### config.mk
export PLATFORM = sky130hd
export DESIGN_NAME = pl_ex_mem_stage_flat
export DESIGN_NICKNAME = d
export VERILOG_FILES = /design/src/rtl/pl_ex_mem_stage_pkg.sv /design/src/rtl/pl_ex_mem_stage_if.sv /design/src/rtl/pl_ex_mem_stage_reg.sv /design/src/rtl/pl_ex_mem_stage.sv /design/src/flat_wrapper.sv
export SDC_FILE = /design/constraint.sdc
export NUM_CORES = 1
export LEC_CHECK = 0
export CORE_MARGIN = 2
export CORE_UTILIZATION = 44
export DETAILED_ROUTE_END_ITERATION = 10
export GPL_TIMING_DRIVEN = 0
export PLACE_DENSITY = 0.79
export SYNTH_ARGS = -nofsm -noshare
export SYNTH_HDL_FRONTEND = slang
export SYNTH_SLANG_ARGS = --single-unit
### constraint.sdc
create_clock -name clk -period 2.07 [get_ports clk]
set_input_delay 0.207 -clock clk [delete_from_list [all_inputs] [get_ports clk]]
set_output_delay 0.207 -clock clk [all_outputs]
set_load 0.02 [all_outputs]
### src/rtl/pl_ex_mem_stage_pkg.sv
// Shared widths and control-bit payload type for the EX/MEM pipeline register.
package pl_ex_mem_stage_pkg;

    localparam int unsigned DATA_W_DEF      = 8;
    localparam int unsigned RA_W_DEF        = 2;
    localparam int unsigned STALL_CNT_W_DEF = 16;

    // MEM and WB control bits carried alongside the data payload.
    typedef struct packed {
        logic mem_wr_en;
        logic mem_imm_sel;
        logic wb_wb_sel;
        logic wb_reg_en;
    } ctrl_t;

    localparam int unsigned CTRL_W = $bits(ctrl_t);

endpackage

### src/rtl/pl_ex_mem_stage_if.sv
// Valid/ready instruction bus between pipeline stages (EX->stage, stage->MEM).
interface pl_ex_mem_stage_if
    import pl_ex_mem_stage_pkg::*;
#(
    parameter int unsigned DATA_W = DATA_W_DEF,
    parameter int unsigned RA_W   = RA_W_DEF
);

    logic              valid;
    logic              ready;
    logic [DATA_W-1:0] alu;
    logic [RA_W-1:0]   ra;
    logic [DATA_W-1:0] ea;
    logic              mem_wr_en;
    logic              mem_imm_sel;
    logic              wb_wb_sel;
    logic              wb_reg_en;

    modport master (
        output valid, alu, ra, ea, mem_wr_en, mem_imm_sel, wb_wb_sel, wb_reg_en,
        input  ready
    );

    modport slave (
        input  valid, alu, ra, ea, mem_wr_en, mem_imm_sel, wb_wb_sel, wb_reg_en,
        output ready
    );

endinterface

### src/rtl/pl_ex_mem_stage_reg.sv
// pl_stage_reg: one payload register plus valid bit; clear drops valid but keeps the payload.
module pl_stage_reg #(
    parameter int unsigned W = 8
) (
    input  logic         clk,
    input  logic         rst,
    input  logic         load,
    input  logic         clear,
    input  logic [W-1:0] d,
    output logic         valid,
    output logic [W-1:0] q
);

    // clear wins over load so a flush always kills the entry
    always_ff @(posedge clk or negedge rst) begin
        if (!rst) begin
            valid <= 1'b0;
            q     <= '0;
        end else if (clear) begin
            valid <= 1'b0;
        end else if (load) begin
            valid <= 1'b1;
            q     <= d;
        end
    end

endmodule

### src/rtl/pl_ex_mem_stage.sv
// EX/MEM pipeline register with valid/ready handshake, flush and saturating stall counter.
// Optional one-entry skid buffer enabled by defining PL_EX_MEM_SKID_EN.
module pl_ex_mem_stage
    import pl_ex_mem_stage_pkg::*;
#(
    parameter int unsigned DATA_W      = DATA_W_DEF,
    parameter int unsigned RA_W        = RA_W_DEF,
    parameter int unsigned STALL_CNT_W = STALL_CNT_W_DEF
) (
    input  logic                   clk,
    input  logic                   rst,
    input  logic                   flush,
    pl_ex_mem_stage_if.slave       ex,
    pl_ex_mem_stage_if.master      mem,
    output logic [STALL_CNT_W-1:0] stall_cnt
);

    localparam int unsigned PAY_W = DATA_W + RA_W + DATA_W + CTRL_W;

    ctrl_t             in_ctrl;
    ctrl_t             out_ctrl;
    logic [PAY_W-1:0]  in_pay;
    logic [PAY_W-1:0]  o_d;
    logic [PAY_W-1:0]  o_q;
    logic              o_v;
    logic              o_load;
    logic              o_clr;
    logic              in_rdy;
    logic              accept;
    logic              drain;
    logic              stalled;

    assign in_ctrl = {ex.mem_wr_en, ex.mem_imm_sel, ex.wb_wb_sel, ex.wb_reg_en};
    assign in_pay  = {ex.alu, ex.ra, ex.ea, in_ctrl};
    assign ex.ready = in_rdy;

    // flush kills anything presented on the same edge
    assign accept  = ex.valid && in_rdy && !flush;
    assign drain   = o_v && mem.ready;
    assign stalled = o_v && !mem.ready;

`ifdef PL_EX_MEM_SKID_EN
    logic             s_v;
    logic [PAY_W-1:0] s_q;
    logic             s_load;
    logic             s_clr;

    // ready comes straight from the skid valid flop
    assign in_rdy = !s_v;

    // skid entry always drains first to keep delivery in order
    always_comb begin
        o_load = 1'b0;
        o_clr  = 1'b0;
        s_load = 1'b0;
        s_clr  = 1'b0;
        o_d    = in_pay;
        if (flush) begin
            o_clr = 1'b1;
            s_clr = 1'b1;
        end else if (s_v) begin
            if (drain) begin
                o_load = 1'b1;
                o_d    = s_q;
                s_clr  = 1'b1;
            end
        end else if (accept) begin
            if (!o_v || drain) begin
                o_load = 1'b1;
            end else begin
                s_load = 1'b1;
            end
        end else if (drain) begin
            o_clr = 1'b1;
        end
    end

    pl_stage_reg #(
        .W (PAY_W)
    ) u_skid_reg (
        .clk   (clk),
        .rst   (rst),
        .load  (s_load),
        .clear (s_clr),
        .d     (in_pay),
        .valid (s_v),
        .q     (s_q)
    );
`else
    assign in_rdy = !o_v || mem.ready;

    always_comb begin
        o_load = 1'b0;
        o_clr  = 1'b0;
        o_d    = in_pay;
        if (flush) begin
            o_clr = 1'b1;
        end else if (accept) begin
            o_load = 1'b1;
        end else if (drain) begin
            o_clr = 1'b1;
        end
    end
`endif

    pl_stage_reg #(
        .W (PAY_W)
    ) u_out_reg (
        .clk   (clk),
        .rst   (rst),
        .load  (o_load),
        .clear (o_clr),
        .d     (o_d),
        .valid (o_v),
        .q     (o_q)
    );

    assign {mem.alu, mem.ra, mem.ea, out_ctrl} = o_q;
    assign mem.valid = o_v;

    // side-effecting controls read as a bubble whenever nothing is presented
    assign mem.mem_wr_en   = out_ctrl.mem_wr_en & o_v;
    assign mem.wb_reg_en   = out_ctrl.wb_reg_en & o_v;
    assign mem.mem_imm_sel = out_ctrl.mem_imm_sel;
    assign mem.wb_wb_sel   = out_ctrl.wb_wb_sel;

    // saturating count of back-pressured cycles; survives flush
    always_ff @(posedge clk or negedge rst) begin
        if (!rst) begin
            stall_cnt <= '0;
        end else if (stalled && (stall_cnt != '1)) begin
            stall_cnt <= stall_cnt + STALL_CNT_W'(1);
        end
    end

endmodule

### src/flat_wrapper.sv
// flat-port wrapper written by rule: the top's interface ports become plain ports
module pl_ex_mem_stage_flat import pl_ex_mem_stage_pkg::*;
#(
    parameter int unsigned DATA_W      = DATA_W_DEF,
    parameter int unsigned RA_W        = RA_W_DEF,
    parameter int unsigned STALL_CNT_W = STALL_CNT_W_DEF
)
  (clk, rst, flush, stall_cnt, ex_valid, ex_alu, ex_ra, ex_ea, ex_mem_wr_en, ex_mem_imm_sel, ex_wb_wb_sel, ex_wb_reg_en, ex_ready, mem_valid, mem_alu, mem_ra, mem_ea, mem_mem_wr_en, mem_mem_imm_sel, mem_wb_wb_sel, mem_wb_reg_en, mem_ready);
  pl_ex_mem_stage_if #(.DATA_W(DATA_W), .RA_W(RA_W)) ex_i ();
  pl_ex_mem_stage_if #(.DATA_W(DATA_W), .RA_W(RA_W)) mem_i ();
  input  logic clk;
  input  logic rst;
  input  logic flush;
  output logic [STALL_CNT_W-1:0] stall_cnt;
  input wire logic [$bits(ex_i.valid)-1:0] ex_valid;
  input wire logic [$bits(ex_i.alu)-1:0] ex_alu;
  input wire logic [$bits(ex_i.ra)-1:0] ex_ra;
  input wire logic [$bits(ex_i.ea)-1:0] ex_ea;
  input wire logic [$bits(ex_i.mem_wr_en)-1:0] ex_mem_wr_en;
  input wire logic [$bits(ex_i.mem_imm_sel)-1:0] ex_mem_imm_sel;
  input wire logic [$bits(ex_i.wb_wb_sel)-1:0] ex_wb_wb_sel;
  input wire logic [$bits(ex_i.wb_reg_en)-1:0] ex_wb_reg_en;
  output wire logic [$bits(ex_i.ready)-1:0] ex_ready;
  output wire logic [$bits(mem_i.valid)-1:0] mem_valid;
  output wire logic [$bits(mem_i.alu)-1:0] mem_alu;
  output wire logic [$bits(mem_i.ra)-1:0] mem_ra;
  output wire logic [$bits(mem_i.ea)-1:0] mem_ea;
  output wire logic [$bits(mem_i.mem_wr_en)-1:0] mem_mem_wr_en;
  output wire logic [$bits(mem_i.mem_imm_sel)-1:0] mem_mem_imm_sel;
  output wire logic [$bits(mem_i.wb_wb_sel)-1:0] mem_wb_wb_sel;
  output wire logic [$bits(mem_i.wb_reg_en)-1:0] mem_wb_reg_en;
  input wire logic [$bits(mem_i.ready)-1:0] mem_ready;
  assign ex_i.valid = ex_valid;
  assign ex_i.alu = ex_alu;
  assign ex_i.ra = ex_ra;
  assign ex_i.ea = ex_ea;
  assign ex_i.mem_wr_en = ex_mem_wr_en;
  assign ex_i.mem_imm_sel = ex_mem_imm_sel;
  assign ex_i.wb_wb_sel = ex_wb_wb_sel;
  assign ex_i.wb_reg_en = ex_wb_reg_en;
  assign ex_ready = ex_i.ready;
  assign mem_valid = mem_i.valid;
  assign mem_alu = mem_i.alu;
  assign mem_ra = mem_i.ra;
  assign mem_ea = mem_i.ea;
  assign mem_mem_wr_en = mem_i.mem_wr_en;
  assign mem_mem_imm_sel = mem_i.mem_imm_sel;
  assign mem_wb_wb_sel = mem_i.wb_wb_sel;
  assign mem_wb_reg_en = mem_i.wb_reg_en;
  assign mem_i.ready = mem_ready;
  pl_ex_mem_stage #(.DATA_W(DATA_W), .RA_W(RA_W), .STALL_CNT_W(STALL_CNT_W)) u_core (.clk(clk), .rst(rst), .flush(flush), .ex(ex_i), .mem(mem_i), .stall_cnt(stall_cnt));
endmodule
Word level (Yosys, flattened, before mapping)
Index checks and enable logic that the tools add are counted.

storage, ports and cells
  input bits = 27
  logic and storage cells = 26
  register bits after elaboration = 39

cells by class
  multiplexer cells = 7
  add/sub/neg operators = 1
  reduce and logical (&&, ||, !) cells = 11
  bitwise gates (word level) = 3
  equal/unequal tests = 1

operators with widths
  operator                                                         number
  16-bit by 1-bit adder with 16-bit output, second input constant  1
  16-bit != test, second input constant                            1
  1-bit two-way mux                                                7
  1-bit logical AND                                                5
  1-bit logical NOT                                                3
  1-bit bitwise AND                                                2
  2-bit AND reduction                                              1
  2-bit nonzero test                                               1
  1-bit logical OR                                                 1
  1-bit inverter                                                   1

Depth between registers and ports, before layout
Gate-level depths: netlist (run 1).

  depth in word-level cells = 8
  gate-level depth with buffers = 5
  mapped depth without buffers = 5

By module
A second synthesis (run 1) with hierarchy kept.

second synthesis, totals
  cells, all modules = 126
  area, all modules = 1696.6 um2

modules (own cells, without submodules)
  module           cells each  instances  area an instance (um2)
  pl_stage_reg     50          1          878.3
  pl_ex_mem_stage  76          1          818.3

Worst setup path before layout (run 1)
Ideal clock, no wire load.

  kind = register to register
  from = register u_core.stall_cnt[0]
  to = register u_core.stall_cnt[12]
  arrival = 1.535 ns
  required time = 1.945 ns
  path buffers = 0
  slack = 0.410 ns
  clock period less this slack = 1.660 ns
  cell stages (with the launch flop) = 6
  cells stage by stage = dfrtp_1 > ha_1 > and2_1 > nand4_1 > nor3_1 > mux2_2

on the way
  word-level cells in the longest chain between the ends = 2
  elaborated cells on any way between the ends = 3
  classes of those cells = add/sub: 1; eq/ne: 1; reduce/logical: 1

ends and longest elaborated chain
  element                                                                                           RTL line                source
  start: declaration                                                                                pl_ex_mem_stage.sv:15   output logic [STALL_CNT_W-1:0] stall_cnt
  start signal: assignment                                                                          pl_ex_mem_stage.sv:132  stall_cnt <= stall_cnt + STALL_CNT_W'(1);
  parallel branches: the longest is 2 deep, another holds 16-bit by 1-bit adder with 16-bit output  -

Parallel ways; which one is timed is not known.
A chain may end at the register's enable or synchronous reset.

Final worst setup path (run 1)
  from = register u_core.u_out_reg.valid
  to = output port ex_ready

on the way
  word-level cells in the longest chain between the ends = 2

ends and longest elaborated chain
  element                   RTL line                   source
  start: declaration        pl_ex_mem_stage_reg.sv:10  output logic valid,
  start signal: assignment  pl_ex_mem_stage_reg.sv:17  valid <= 1'b0;
  start signal: assignment  pl_ex_mem_stage_reg.sv:20  valid <= 1'b0;
  start signal: assignment  pl_ex_mem_stage_reg.sv:22  valid <= 1'b1;
  1-bit logical NOT         pl_ex_mem_stage.sv:90      assign in_rdy = !o_v || mem.ready;
  1-bit logical OR          pl_ex_mem_stage.sv:90
  end: declaration          flat_wrapper.sv:23         output wire logic [$bits(ex_i.ready)-1:0] ex_ready;

Every way passes these cells.

==> run metrics, run 1 <==
status finished clean; Layout area overhead 46.9%; # setup viols final 0; fraction of layout cells with a size suffix above 1 0.263; post-route ant nets 0; Place WS 0.0589 ns; Worst-path clk slew 0.07 ns; Final WS setup 0.127 ns; number of max-cap violations 0; FF+latch area 976 um^2; R2R depth 5; Post-synth ARST share 1.00; Post-Syn Nets 171; num rows 23; Post-Syn Area 1810 um^2; Starting Density 0.457; first-pass GRT wire length 5740 um; Reg-to-Reg End u_core.stall_cnt[12]; ant diodes 0; IO Port Bufs 66; unrepaired setup endpoints after global routing no; Final nets 244; syn_area_per_cell 12.7 um^2; I/O pins 67; root buffer cell clkbuf_8; Synth Flop Type dfrtp_1; PwrDens 920 nW/um^2; Post-DP HPWL 2880 um; count leader, synth dfrtp_1; clk_skew 0.00628 ns; Clock Path Buffers 2; Worst Max-Slew Pin Slew 0.837 ns; crit path time final 1.94 ns; CTS tree yes; Lkg Pwr 1.18 nW; Post-CTS Resized 0; Distinct cells, synth 28; # H-tree levels 2; vias in the first global route 1257; Core Footprint 3970 um^2; total track usage 0.172; pin count of the biggest net entering global routing 40; design area 2670 um^2; kind of critical path flop to primary output; cell taking the most area after synthesis dfrtp_1; Final Core Density 0.671; die height 68.2 um; top post-synthesis cells by count dfrtp_1 (39), mux2_2 (23), buf_4 (18); Final Max Tran Viols 0; Req. time, crit path 1.86 ns; Post-Synthesis Cells 143; DRC viols 0; data arrival time of the worst path 1.74 ns; Worst setup SP type flop; die width 68.2 um; fin crit share 0.939; reg-to-reg slack, setup 0.33 ns; fillcell total 301; Overflow after GRT 0; setup TNS 0 ns; Hold Path Class input pin to asynchronous set/reset pin; total CTS buffers 5; Max Freq 0.515 GHz; Final Hold Fails 0; average wire per standard cell 14.2 um; crit-path max FO 5; initial detailed-routing violation count 38; sequential-to-total area share from yosys stat 0.538; EDFF count, synth 0; routed vias 1293; Reg2Reg Launch Point u_core.stall_cnt[0]; Yosys reg bits 39; Multi-input gate area 682 um^2; CTS Sinks 39; Die Area 4650 um^2; clk_lat worst skew 0.29 ns; post-CTS setup buffer count 0; Setup crit end kind primary output; routability-driven placement congestion ratio 0.764; hold buffers post-CTS 0; post-synth top area share 0.538; Synth warnings 0; Area contributors post-synth dfrtp_1 (54%), mux2_2 (14%), buf_4 (7.4%); Area after DPL 2530 um^2; initial antenna violation count 0; DR vias/cell 4.84; First-pass DRT Iterations 4; worst relative slew slack 0.442; Max VDD drop 0.000431 V; Routed WL 3800 um
==> worst max-delay path, cell delays in order (launching register included) <==
cell and delay [ns]:
dfrtp_1 0.41, and2b_1 0.23, inv_1 0.16, clkdlybuf4s50_1 0.65
==> final cells by class <==
class / count / share of cell area
Buffer: 20 / 0.0545
Timing Repair Buffer: 66 / 0.246
Clock buffer: 6 / 0.0272
Sequential cell: 39 / 0.366
Clock inverter: 2 / 0.0225
Tap cell: 50 / 0.0235
Inverter: 3 / 0.00423
Multi-Input combinational cell: 81 / 0.256
==> state kept, by name, summed over array words and instances, names as in the netlist <==
signal	count
u_core.u_out_reg.valid	1
u_core.stall_cnt	16
u_core.u_out_reg.q	22
==> how the worst max path moves through the flow <==
stage                     slack [ns]  depth (start not counted)              startpoint                     to
after floorplan                 0.41                          5     u_core.stall_cnt[0]   u_core.stall_cnt[12]
after global placement         -0.05                          1                     rst    u_core.stall_cnt[6]
after detailed placement        0.06                          5               mem_ready  u_core.u_out_reg.q[2]
after CTS                       0.12                          3  u_core.u_out_reg.valid               ex_ready
after global routing            0.05                          3  u_core.u_out_reg.valid               ex_ready
final                           0.13                          3  u_core.u_out_reg.valid               ex_ready
==> layer usage <==
layer / vias up / GRT usage / part of all wire
li1: 628 / - / -
met5: - / 0 / 0
met4: 0 / 0.0675 / 0.016
met3: 7 / 0.0493 / 0.081
met1: 607 / 0.202 / 0.42
met2: 51 / 0.296 / 0.48
==> report_power, final <==
| part | total, W | internal [W] | leakage, nW | switching (W) |
|---|---|---|---|---|
| Clock | 0.000731 | 0.000482 | 0.0654 | 0.000249 |
| Sequential | 0.000990 | 0.000885 | 0.482 | 0.000105 |
| Combinational | 0.000732 | 0.000429 | 0.630 | 0.000303 |
==> through the flow <==
step / hold slack [ns] / cells / total power (W)
after global placement: 0.483 / 259 / 0.00171
final: 0.0221 / 267 / 0.00245
after CTS: 0.0417 / 267 / 0.00248
after global routing: 0.0792 / 267 / 0.00259
after detailed placement: 0.359 / 259 / 0.00174
after floorplan: -0.0886 / 143 / 0.00139
==> cells by family after synthesis <==
| group | share of synthesized area |
|---|---|
| buffers and inverters | 0.0862 |
| DFF | 0.538 |
| adders and majority gates | 0.00690 |
| and+or+nand+nor | 0.146 |
| xor gates and xnor gates | 0.0579 |
| AOI/OAI and AO/OA | 0.0145 |
| muxes | 0.151 |
==> cell usage in the layout (no fill, tap or decap), drive strengths merged <==
| cell type | instances |
|---|---|
| a211o | 1 |
| clkbuf | 6 |
| o21ai | 2 |
| nand3 | 3 |
| dfrtp | 39 |
| nor2 | 5 |
| nor3 | 5 |
| ha | 1 |
| and3 | 1 |
| nor3b | 3 |
| and4 | 1 |
| and2b | 1 |
| inv | 3 |
| and2 | 3 |
| mux2 | 24 |
| o21a | 1 |
| xnor2 | 1 |
| nand4 | 6 |
| nor4 | 7 |
| xor2 | 11 |
| bufinv | 2 |
| buf | 21 |
| clkdlybuf4s50 | 65 |
| nand2 | 5 |
Power figures use the tool's default switching activity.
==> run 2, diff against run 1 <==
ABC_AREA = 1   (was unset)
CORE_UTILIZATION = 46   (was 44)
PLACE_DENSITY = 0.8   (was 0.79)
==> run metrics, run 2 <==
status finished clean (unchanged); sequential-to-total area share from yosys stat 0.482 (was 0.538); Synth Flop Type dfrtp_1 (unchanged); cell taking the most area after synthesis dfrtp_1 (unchanged); internal power 0.00161 W (was 0.00180 W); clk_skew 0.00577 ns (was 0.00628 ns); hold buffers post-CTS 0 (unchanged); CP cell instances nand2_2 > clkdlybuf4s50_1 (was and2b_1 > inv_1 > clkdlybuf4s50_1); Worst setup SP type flop (unchanged); CP max stage cell clkdlybuf4s50_1 (unchanged); Distinct cells, synth 21 (was 28); Final Core Density 0.666 (was 0.671); initial antenna violation count 0 (unchanged); Clock Path Buffers 2 (unchanged); total CTS buffers 5 (unchanged); placed insts 334 (was 259); reg-to-reg slack, setup 0.48 ns (was 0.33 ns); Max VDD drop 0.000417 V (was 0.000431 V); I/O pins 67 (unchanged); Psw 0.000652 W (was 0.000657 W); number of max-cap violations 0 (unchanged); DR vias/cell 4.74 (was 4.84); most frequent cells in the layout nand2_1 (72), clkdlybuf4s50_1 (65), dfrtp_1 (39), mux2_2 (22), buf_4 (18) (was clkdlybuf4s50_1 (65), dfrtp_1 (39), mux2_2 (23), buf_4 (18), xor2_1 (11)); Power Total 0.00226 W (was 0.00245 W); average wire per standard cell 12.6 um (was 14.2 um); Synth warnings 0 (unchanged); Area contributors post-synth dfrtp_1 (48%), nand2_1 (13%), mux2_2 (12%) (was dfrtp_1 (54%), mux2_2 (14%), buf_4 (7.4%)); PwrDens 790 nW/um^2 (was 920 nW/um^2); CP peak stage delay 0.63 ns (was 0.65 ns); Largest Register u_core.u_out_reg.q (unchanged); Final Max Tran Viols 0 (unchanged); Core Footprint 4290 um^2 (was 3970 um^2); fraction of layout cells with a size suffix above 1 0.217 (was 0.263); Seq pwr share 0.420 (was 0.404); root buffer cell clkbuf_8 (unchanged); total track usage 0.189 (was 0.172); Final nets 317 (was 244); fin crit share 0.830 (was 0.939); num rows 24 (was 23); post-synth top area share 0.482 (was 0.538); Post-Layout Cell Count 342 (was 267); Yosys reg bits 39 (unchanged); initial detailed-routing violation count 83 (was 38); routed vias 1621 (was 1293); # H-tree levels 2 (unchanged); Die Area 4950 um^2 (was 4650 um^2); Final WS setup 0.352 ns (was 0.127 ns); Setup crit end kind primary output (unchanged); post-route ant nets 0 (unchanged); syn_area_per_cell 9.38 um^2 (was 12.7 um^2); crit path time final 1.72 ns (was 1.94 ns); first-pass GRT wire length 7350 um (was 5740 um); worst relative slew slack 0.435 (was 0.442); Post-Syn Area 2030 um^2 (was 1810 um^2); kind of critical path flop to primary output (unchanged); vias in the first global route 1665 (was 1257); Clock power frac 0.281 (was 0.298); # setup viols final 0 (unchanged); Place WS 0.419 ns (was 0.0589 ns); max FFs per register 22 (unchanged); Post-DP HPWL 3120 um (was 2880 um); DRC viols 0 (unchanged); ant diodes 0 (unchanged); Hold Path Class input pin to asynchronous set/reset pin (unchanged); CTS tree yes (unchanged); commonest non-fill, non-tap cell in the layout nand2_1 (was clkdlybuf4s50_1); CTS Sinks 39 (unchanged); die width 70.4 um (was 68.2 um); Starting Density 0.472 (was 0.457); Max Freq 0.582 GHz (was 0.515 GHz); EDFF count, synth 0 (unchanged); Post-synth ARST share 1.00 (unchanged); post-CTS setup buffer count 0 (unchanged); routability-driven placement congestion ratio 0.827 (was 0.764); top post-synthesis cells by count nand2_1 (72), dfrtp_1 (39), mux2_2 (22) (was dfrtp_1 (39), mux2_2 (23), buf_4 (18)); Routed WL 4310 um (was 3800 um); largest registers u_core.u_out_reg.q: 22 flops, u_core.stall_cnt: 16 flops, u_core.u_out_reg.valid: 1 flops (unchanged); Req. time, crit path 1.86 ns (about the same); worst hold slack 0.00773 ns (was 0.0221 ns); fillcell total 366 (was 301); data arrival time of the worst path 1.51 ns (was 1.74 ns); unrepaired setup endpoints after global routing no (unchanged); count leader, synth nand2_1 (was dfrtp_1); Post-Synthesis Cells 216 (was 143); Switching Fraction 0.288 (was 0.268); IO Port Bufs 66 (unchanged); pin count of the biggest net entering global routing 40 (unchanged); Final Hold Fails 0 (unchanged); Lkg Pwr 1.32 nW (was 1.18 nW); Worst-path clk slew 0.08 ns (was 0.07 ns); Overflow after GRT 0 (unchanged); Post-Syn Nets 244 (was 171); Comb pwr share 0.299 (was 0.298); Layout area overhead 41.1% (was 46.9%); crit-path max FO 5 (unchanged); First-pass DRT Iterations 5 (was 4); Post-CTS Resized 0 (unchanged); clk_lat worst skew 0.29 ns (about the same); die height 70.4 um (was 68.2 um); Worst Max-Slew Pin Slew 0.847 ns (was 0.837 ns)
-- run 2: cell types whose count changed after synthesis, sizes merged, moves of 5 or more --
cell / before / now
nand2: 5 / 77
inv: 3 / 14
xor2: 11 / 3
nor4: 7 / 0
nor2: 5 / 20
nor3: 5 / 0
-- run 2: final timing paths --
| path | from | cells past startpoint | end |
|---|---|---|---|
| worst min register to register | u_core.u_out_reg.q[13] | 1 | u_core.u_out_reg.q[13] |
| max in group asynchronous | rst | 1 | u_core.u_out_reg.q[13] |
| worst max-delay path | u_core.u_out_reg.valid | 2 | ex_ready |
| worst max register to register | u_core.stall_cnt[0] | 8 | u_core.stall_cnt[5] |
| min in group clk | flush | 2 | u_core.u_out_reg.valid |
| worst min-delay path | rst | 1 | u_core.u_out_reg.q[6] |
-- run 2: kinds of logic (layout without fill, tap and decap cells) --
family | Yosys count | after routing | share of synthesized area
buf+inv | 35 | 109 | 0.109
compound gates | 3 | 3 | 0.00741
mux | 22 | 22 | 0.122
fa+ha+maj | 1 | 1 | 0.00618
simple gates | 109 | 109 | 0.243
xor+xnor | 7 | 7 | 0.0303
flops | 39 | 39 | 0.482
-- run 2: worst max-delay path, delay by kind of cell (launching register included) --
| family | cells | cell delay, ns |
|---|---|---|
| buffers and inverters | 1 | 0.63 |
| flip-flops | 1 | 0.45 |
| AND/OR/NAND/NOR | 1 | 0.14 |
-- run 2: layer usage --
| layer | wire length (um) | vias to the layer above | track usage |
|---|---|---|---|
| li1 | - | 804 | - |
| met1 | 1990 | 743 | 0.236 |
| met2 | 2000 | 68 | 0.307 |
| met3 | 276 | 6 | 0.0491 |
| met4 | 47 | 0 | 0.0812 |
| met5 | 0 | - | 0 |
-- run 2: cell type report --
class                      instances  area (um^2)  share of cell area
clock inverter                     3         43.8              0.0153
clock buffer                       5         68.8              0.0241
inverter                          14         52.6              0.0184
timing repair buffer              66          656               0.229
multi-input combinational        142          828               0.290
sequential                        39          976               0.341
buffer                            21          169              0.0591
tap                               52         65.1              0.0228
-- run 2: power groups by stage --
stage	Clock, W	Combinational (W)	Sequential, W
6_report	0.000634	0.000676	0.000949
3_5_place_dp	0	0.000683	0.000966
4_1_cts	0.000649	0.000685	0.000951
2_1_floorplan	0	0.000348	0.000996
5_1_grt	0.000684	0.000721	0.000969
3_3_place_gp	0	0.000673	0.000960
-- run 2: per-stage QoR --
step                      instance area [um^2]  setup TNS [ns]
after floorplan                           2030               0
after global placement                    2750           -4.95
after detailed placement                  2750               0
after CTS                                 2860               0
after global routing                      2860               0
final                                     2860               0
